--- src/rtl/otter_iobus_uart_tx.sv ---
// otter_iobus_uart_tx
// IOBUS-mapped UART transmitter for the OTTER CPU. CPU stores to TXDATA
// fill a small circular FIFO; a shifter drains it as 8N1 frames on TX.
// A level interrupt reports "everything sent" when enabled.
//
// Register window (offset = IOBUS_ADDR[3:2]):
//   0 TXDATA  W: push byte         R: 0
//   1 STATUS  R: {count, ovf, empty, full, busy}   W: bit3=1 clears ovf
//   2 CTRL    RW: bit0 irq_en
//   3 DIV     RW: clocks per bit (0 is stored as 1)
//
// Shifter states:
//   state    | meaning
//   ST_IDLE  | line high, pops the FIFO head when data is waiting
//   ST_START | start bit (low) for one bit period
//   ST_DATA  | eight data bits, LSB first, shifting at each period end
//   ST_STOP  | stop bit (high) for one bit period, then back to idle
module otter_iobus_uart_tx #(
    parameter logic [31:0] BASE_ADDR  = 32'h1100_0100,
    parameter int          FIFO_DEPTH = 8,
    parameter logic [15:0] DIV_RESET  = 16'd868
) (
    input  logic        CLK,
    input  logic        RESET,
    input  logic [31:0] IOBUS_ADDR,
    input  logic [31:0] IOBUS_OUT,
    input  logic        IOBUS_WR,
    output logic [31:0] IOBUS_IN,
    output logic        INTR,
    output logic        TX
);

    localparam int PTR_W = $clog2(FIFO_DEPTH);

    localparam logic [1:0] ST_IDLE  = 2'd0;
    localparam logic [1:0] ST_START = 2'd1;
    localparam logic [1:0] ST_DATA  = 2'd2;
    localparam logic [1:0] ST_STOP  = 2'd3;

    localparam logic [1:0] OFF_TXDATA = 2'd0;
    localparam logic [1:0] OFF_STATUS = 2'd1;
    localparam logic [1:0] OFF_CTRL   = 2'd2;
    localparam logic [1:0] OFF_DIV    = 2'd3;

    logic [7:0]       fifo_mem [FIFO_DEPTH];
    logic [PTR_W-1:0] wr_ptr;
    logic [PTR_W-1:0] rd_ptr;
    logic [4:0]       count;
    logic             overflow;
    logic             irq_en;
    logic [15:0]      div_reg;

    logic [1:0]       state;
    logic [7:0]       shift_reg;
    logic [15:0]      bit_div;
    logic [15:0]      cyc_cnt;
    logic [2:0]       bit_cnt;
    logic             intr_reg;

    logic             addr_hit;
    logic [1:0]       reg_off;
    logic             wr_en;
    logic             push;
    logic             push_ok;
    logic             pop;
    logic             fifo_full;
    logic             fifo_empty;
    logic             busy;
    logic             period_end;
    logic [31:0]      status_word;
    logic             unused_bits;

    assign addr_hit   = (IOBUS_ADDR[31:4] == BASE_ADDR[31:4]);
    assign reg_off    = IOBUS_ADDR[3:2];
    assign wr_en      = IOBUS_WR & addr_hit;
    assign push       = wr_en & (reg_off == OFF_TXDATA);
    assign fifo_full  = (count == 5'(FIFO_DEPTH));
    assign fifo_empty = (count == 5'd0);
    // A full FIFO drops the byte even if the shifter pops in the same cycle.
    assign push_ok    = push & ~fifo_full;
    assign pop        = (state == ST_IDLE) & ~fifo_empty;
    assign busy       = (state != ST_IDLE);
    assign period_end = (cyc_cnt == bit_div - 16'd1);

    assign status_word = {23'd0, count, overflow, fifo_empty, fifo_full, busy};
    assign INTR        = intr_reg;

    // Byte lane and high half of DIV-sized stores are don't-care bits.
    assign unused_bits = &{1'b0, IOBUS_ADDR[1:0], IOBUS_OUT[31:16]};

    // FIFO storage; contents are meaningless until written, so no reset.
    always_ff @(posedge CLK) begin
        if (push_ok) begin
            fifo_mem[wr_ptr] <= IOBUS_OUT[7:0];
        end
    end

    // FIFO pointers, occupancy and sticky overflow flag.
    always_ff @(posedge CLK or posedge RESET) begin
        if (RESET) begin
            wr_ptr   <= '0;
            rd_ptr   <= '0;
            count    <= 5'd0;
            overflow <= 1'b0;
        end else begin
            if (push_ok) begin
                wr_ptr <= wr_ptr + 1'b1;
            end
            if (pop) begin
                rd_ptr <= rd_ptr + 1'b1;
            end
            case ({push_ok, pop})
                2'b10:   count <= count + 5'd1;
                2'b01:   count <= count - 5'd1;
                default: count <= count;
            endcase
            if (push & fifo_full) begin
                overflow <= 1'b1;
            end else if (wr_en && reg_off == OFF_STATUS && IOBUS_OUT[3]) begin
                overflow <= 1'b0;
            end
        end
    end

    // Control and divisor registers.
    always_ff @(posedge CLK or posedge RESET) begin
        if (RESET) begin
            irq_en  <= 1'b0;
            div_reg <= DIV_RESET;
        end else if (wr_en) begin
            if (reg_off == OFF_CTRL) begin
                irq_en <= IOBUS_OUT[0];
            end
            if (reg_off == OFF_DIV) begin
                div_reg <= (IOBUS_OUT[15:0] == 16'd0) ? 16'd1 : IOBUS_OUT[15:0];
            end
        end
    end

    // Shifter FSM; DIV is latched per frame so mid-frame writes wait a frame.
    always_ff @(posedge CLK or posedge RESET) begin
        if (RESET) begin
            state     <= ST_IDLE;
            shift_reg <= 8'd0;
            bit_div   <= DIV_RESET;
            cyc_cnt   <= 16'd0;
            bit_cnt   <= 3'd0;
        end else begin
            case (state)
                ST_IDLE: begin
                    if (!fifo_empty) begin
                        shift_reg <= fifo_mem[rd_ptr];
                        bit_div   <= div_reg;
                        cyc_cnt   <= 16'd0;
                        bit_cnt   <= 3'd0;
                        state     <= ST_START;
                    end
                end
                ST_START: begin
                    if (period_end) begin
                        cyc_cnt <= 16'd0;
                        state   <= ST_DATA;
                    end else begin
                        cyc_cnt <= cyc_cnt + 16'd1;
                    end
                end
                ST_DATA: begin
                    if (period_end) begin
                        cyc_cnt   <= 16'd0;
                        shift_reg <= {1'b0, shift_reg[7:1]};
                        bit_cnt   <= bit_cnt + 3'd1;
                        if (bit_cnt == 3'd7) begin
                            state <= ST_STOP;
                        end
                    end else begin
                        cyc_cnt <= cyc_cnt + 16'd1;
                    end
                end
                default: begin
                    if (period_end) begin
                        cyc_cnt <= 16'd0;
                        state   <= ST_IDLE;
                    end else begin
                        cyc_cnt <= cyc_cnt + 16'd1;
                    end
                end
            endcase
        end
    end

    // Registered "all sent" interrupt.
    always_ff @(posedge CLK or posedge RESET) begin
        if (RESET) begin
            intr_reg <= 1'b0;
        end else begin
            intr_reg <= irq_en & fifo_empty & ~busy;
        end
    end

    // Line level decoded from the shifter state.
    always_comb begin
        TX = 1'b1;
        case (state)
            ST_START: TX = 1'b0;
            ST_DATA:  TX = shift_reg[0];
            default:  TX = 1'b1;
        endcase
    end

    // Combinational read-back, zero on address miss.
    always_comb begin
        IOBUS_IN = 32'd0;
        if (addr_hit) begin
            case (reg_off)
                OFF_STATUS: IOBUS_IN = status_word;
                OFF_CTRL:   IOBUS_IN = {31'd0, irq_en};
                OFF_DIV:    IOBUS_IN = {16'd0, div_reg};
                default:    IOBUS_IN = 32'd0;
            endcase
        end
    end

endmodule

--- config.mk ---
export PLATFORM = sky130hd
export DESIGN_NAME = otter_iobus_uart_tx
export DESIGN_NICKNAME = d
export VERILOG_FILES = /design/src/rtl/otter_iobus_uart_tx.sv
export SDC_FILE = /design/constraint.sdc
export NUM_CORES = 1
export LEC_CHECK = 0
export ABC_AREA = 1
export CAP_MARGIN = 20
export CORE_ASPECT_RATIO = 0.5
export CORE_UTILIZATION = 50
export DETAILED_ROUTE_END_ITERATION = 12
export PLACE_DENSITY_LB_ADDON = 0.1
export SLEW_MARGIN = 20
export SYNTH_ARGS = -nofsm -noshare
export SYNTH_HDL_FRONTEND = slang
export SYNTH_SLANG_ARGS = --single-unit
--- constraint.sdc ---
create_clock -name CLK -period 2.8 [get_ports CLK]
set_input_delay 0.84 -clock CLK [delete_from_list [all_inputs] [get_ports CLK]]
set_output_delay 0.84 -clock CLK [all_outputs]
set_load 0.01 [all_outputs]
==> metrics.md <==
| Metric | Value |
|---|---|
| Pins Over Slew Limit | 0 |
| Fin cells | 1142 |
| Site Rows | 30 |
| Status | finished, violations left |
| Final period util | 106% |
| Number of port buffers | 66 |
| Routed len/inst | approximately 16 um |
| DP Cell Count | 1101 |
| DR vias | 6042 |
| Pwr Density | 487 nW/um^2 |
| Post-DP Area | 8370 sq um |
| Dpl hpwl | 13000 um |
| CP Class | in -> out |
| Synth top area share | 26.8% |
| Slew HR | 54.8% |
| Combinational share of power | under 10% |
| Top_reg_cell synth | dfrtp_1 |
| Final Util | about two thirds |
| Fmax | ~0.34 GHz |
| Largest cells by area after synthesis | edfxtp_1 27%, dfrtp_1 23%, nand2_1 10% |
| Worst min path class | reg -> reg |
| Io pins | 101 |
| Post-synthesis register bit count | roughly 140 |
| Hold slack | slightly below 0.5 ns |
| Remaining DRCs | 0 |
| Share of cells above drive strength 1 | roughly 20% |
| Die width | around 170 um |
| Final Hold Fails | 0 |
| Synth Area in Adders | about 2.7% |
| H-tree depth | 4 |
| Mux contribution to synthesized area | 0% |
| Yosys cell types | 42 |
| CP Cell Sequence | buf_6 > nor4_4 > nor3b_4 > buf_4 > nand2_4 > buf_12 > a31oi_4 > buf_6 |
| CTS Root Cell | clkbuf_16 |
| Via-to-Cell Ratio | 5.29 |
| Die H | approximately 87 um |
| Tmin final | 2.96 ns |
| Starting Density | between 50% and 60% |
| Overall power | 4.43 mW |
| Gate Count Post-Synth | 815 |
| Setup TNS | -2.10 ns |
| Internal power | 3.37 mW |
| Syn Area/Cell | 8.81 sq um |
| Die ar. | 14900 sq um |
| Synth Area in XOR/XNOR | under 10% |
| Violated checks | setup timing |
| Mapped Area | slightly above 7000 sq um |
| Routed WL | 18600 um |
| Clock Latency Late Sink | 0.42 ns |
| Switching share of power | 23.8% |
| EDFF count, synth | 64 |
| CP arrival | 2.12 ns |
| CTS sink cnt | about 140 |
| Flop pwr share | between 40 and 50% |
| CTS tree | built |
| Max clock buf depth | 2 |
| CTS Hold Buffers Added | 0 |
| Clock skew | 0.00896 ns |
| Main combinational cell family by area after synthesis | simple AND/OR/NAND/NOR gates |
| Number of global-route vias before repair | 5722 |
| Final net count | 1019 |
| Async SR Flop Fraction | 54.0% |
| Initial antenna violation count | 0 |
| Post-synthesis sequential area ratio | 53.1% |
| Leakage | just over 4 nW |
| Worst-Margin Slew | 0.672 ns |
| Worst-path fanout max | 8 |
| CP required | between 1.5 and 2 ns |
| Simple-gate share of the synthesized area | 23.4% |
| RSZ-0062 raised after global routing | yes |
| CTS buffer count | 17 |
| Endpoints failing setup | 18 |
| Switching Power | 1.05 mW |
| First-pass GRT wire length | between 20000 and 30000 um |
| Initial DRT Pass Iterations | 5 |
| CP startpoint kind | input pin |
| Post-route cell area | 9080 sq um |
| Remaining global-route overflow | 0 |
| Slowest stage delay, CP | 0.26 ns |
| N_diodes | 0 |
| Worst Setup End Kind | output port |
| Setup WS pre-CTS | -0.870 ns |
| Peak supply drop | 346 uV |
| Drt first-iter violations | 383 |
| Synth warn | 0 |
| Part of the power in the clock network | a little under half |
| Routability cong. | 0.921 |
| Commonest cells after routing, fill and taps aside | 194 x nand2_1, 89 x nor2_1, 77 x inv_1 |
| Slowest cell on crit path | nor4_4 |
| Largest net degree at the start of global routing | 34 |
| CP most frequent cell | buf_6 |
| Final ANT Viol Nets | 0 |
| Biggest register | fifo_mem |
| GRT Total Usage | 25.9% |
| Area growth syn-to-layout | 26.5% |
| Complex-gate fraction of the synthesized area | 10.3% |
| Maxcap violations | 0 |
| Commonest non-fill, non-tap cell in the layout | nand2_1 |
| Max reg flops | 64 |
| Synth area leader | edfxtp_1 |
| Final setup margin | -0.158 ns |
| Clk pin slew, worst setup/hold paths | 0.06 ns |
| Core ar. | 13800 sq um |
[cell families after synthesis]
logic type,after synthesis
AO/OA/AOI/OAI,133
XOR/XNOR,28
adder cells (fa/ha/maj),15
buffers and inverters,118
flip-flops,139
other,1
AND/OR/NAND/NOR,381
[path summary, 6_finish.rpt]
| kind | start | endpoint | slack, ns | cells past startpoint |
|---|---|---|---|---|
| worst max register to register | count[3] | count[4] | 0.09 | 15 |
| worst max-delay path | IOBUS_ADDR[4] | IOBUS_IN[0] | -0.16 | 8 |
| worst min register to register | shift_reg[1] | shift_reg[1] | 0.48 | 2 |
| min in group asynchronous | RESET | div_reg[13] | 0.75 | 2 |
| worst min-delay path | shift_reg[1] | shift_reg[1] | 0.48 | 2 |
| max in group asynchronous | RESET | div_reg[2] | 1.48 | 3 |
[cell usage after synthesis, types with 5 or more instances]
library cell    n
a21oi_1        15
a31oi_1         9
buf_2           5
buf_4          16
clkbuf_1       15
dfrtp_1        65
dfstp_2        10
edfxtp_1       64
ha_1           14
inv_1          78
nand2_1       197
nand2_2         6
nand3_1        28
nand3b_1        5
nor2_1         92
nor2_2          6
nor3_1         17
nor4_1          8
o21ai_0        77
o22ai_1        23
xnor2_1         8
xor2_1         20
[layout make-up]
cell class                      count  area [sq um]
Timing Repair Buffer              125          1020
Sequential cell                   139          3810
Tap cell                          192           240
Fill cell                        1107          4690
Multi-Input combinational cell    573          3150
Clock inverter                     14           128
Inverter                           81           307
Clock buffer                       18           429
[timing repair]
item | 4_1_cts | 5_1_grt
buffers inserted | 4 | 4
pin swaps | 24 | 12
resized for setup | 163 | 32
gates cloned | 0 | 1
endpoints found under the setup margin | 20 | 23
[worst max-delay path, delay by kind of cell]
kind	cells	cell delay (ns)
AOI/OAI and AO/OA	1	0.16
buffers and inverters	4	0.52
and+or+nand+nor	3	0.58
[power groups by stage]
| stage | combinational [mW] | sequential [mW] | clock [mW] |
|---|---|---|---|
| 2_1_floorplan | 0.0563 | 2.18 | 0 |
| 3_3_place_gp | 0.163 | 2.18 | 0 |
| 3_5_place_dp | 0.165 | 2.18 | 0 |
| 4_1_cts | 0.151 | 2.14 | 2.14 |
| 5_1_grt | 0.177 | 2.14 | 2.23 |
| 6_report | 0.163 | 2.14 | 2.13 |
[per-layer routing]
metal / global-route usage (%) / up-vias / part of all wire (%)
met5: 0 / - / 0
met4: 6.98 / 0 / 1.7
met3: 5.21 / 25 / 4.6
met2: 44.9 / 184 / 49
met1: 33.4 / 2911 / 45
li1: - / 2922 / -
(Power assumes the default switching activity.)
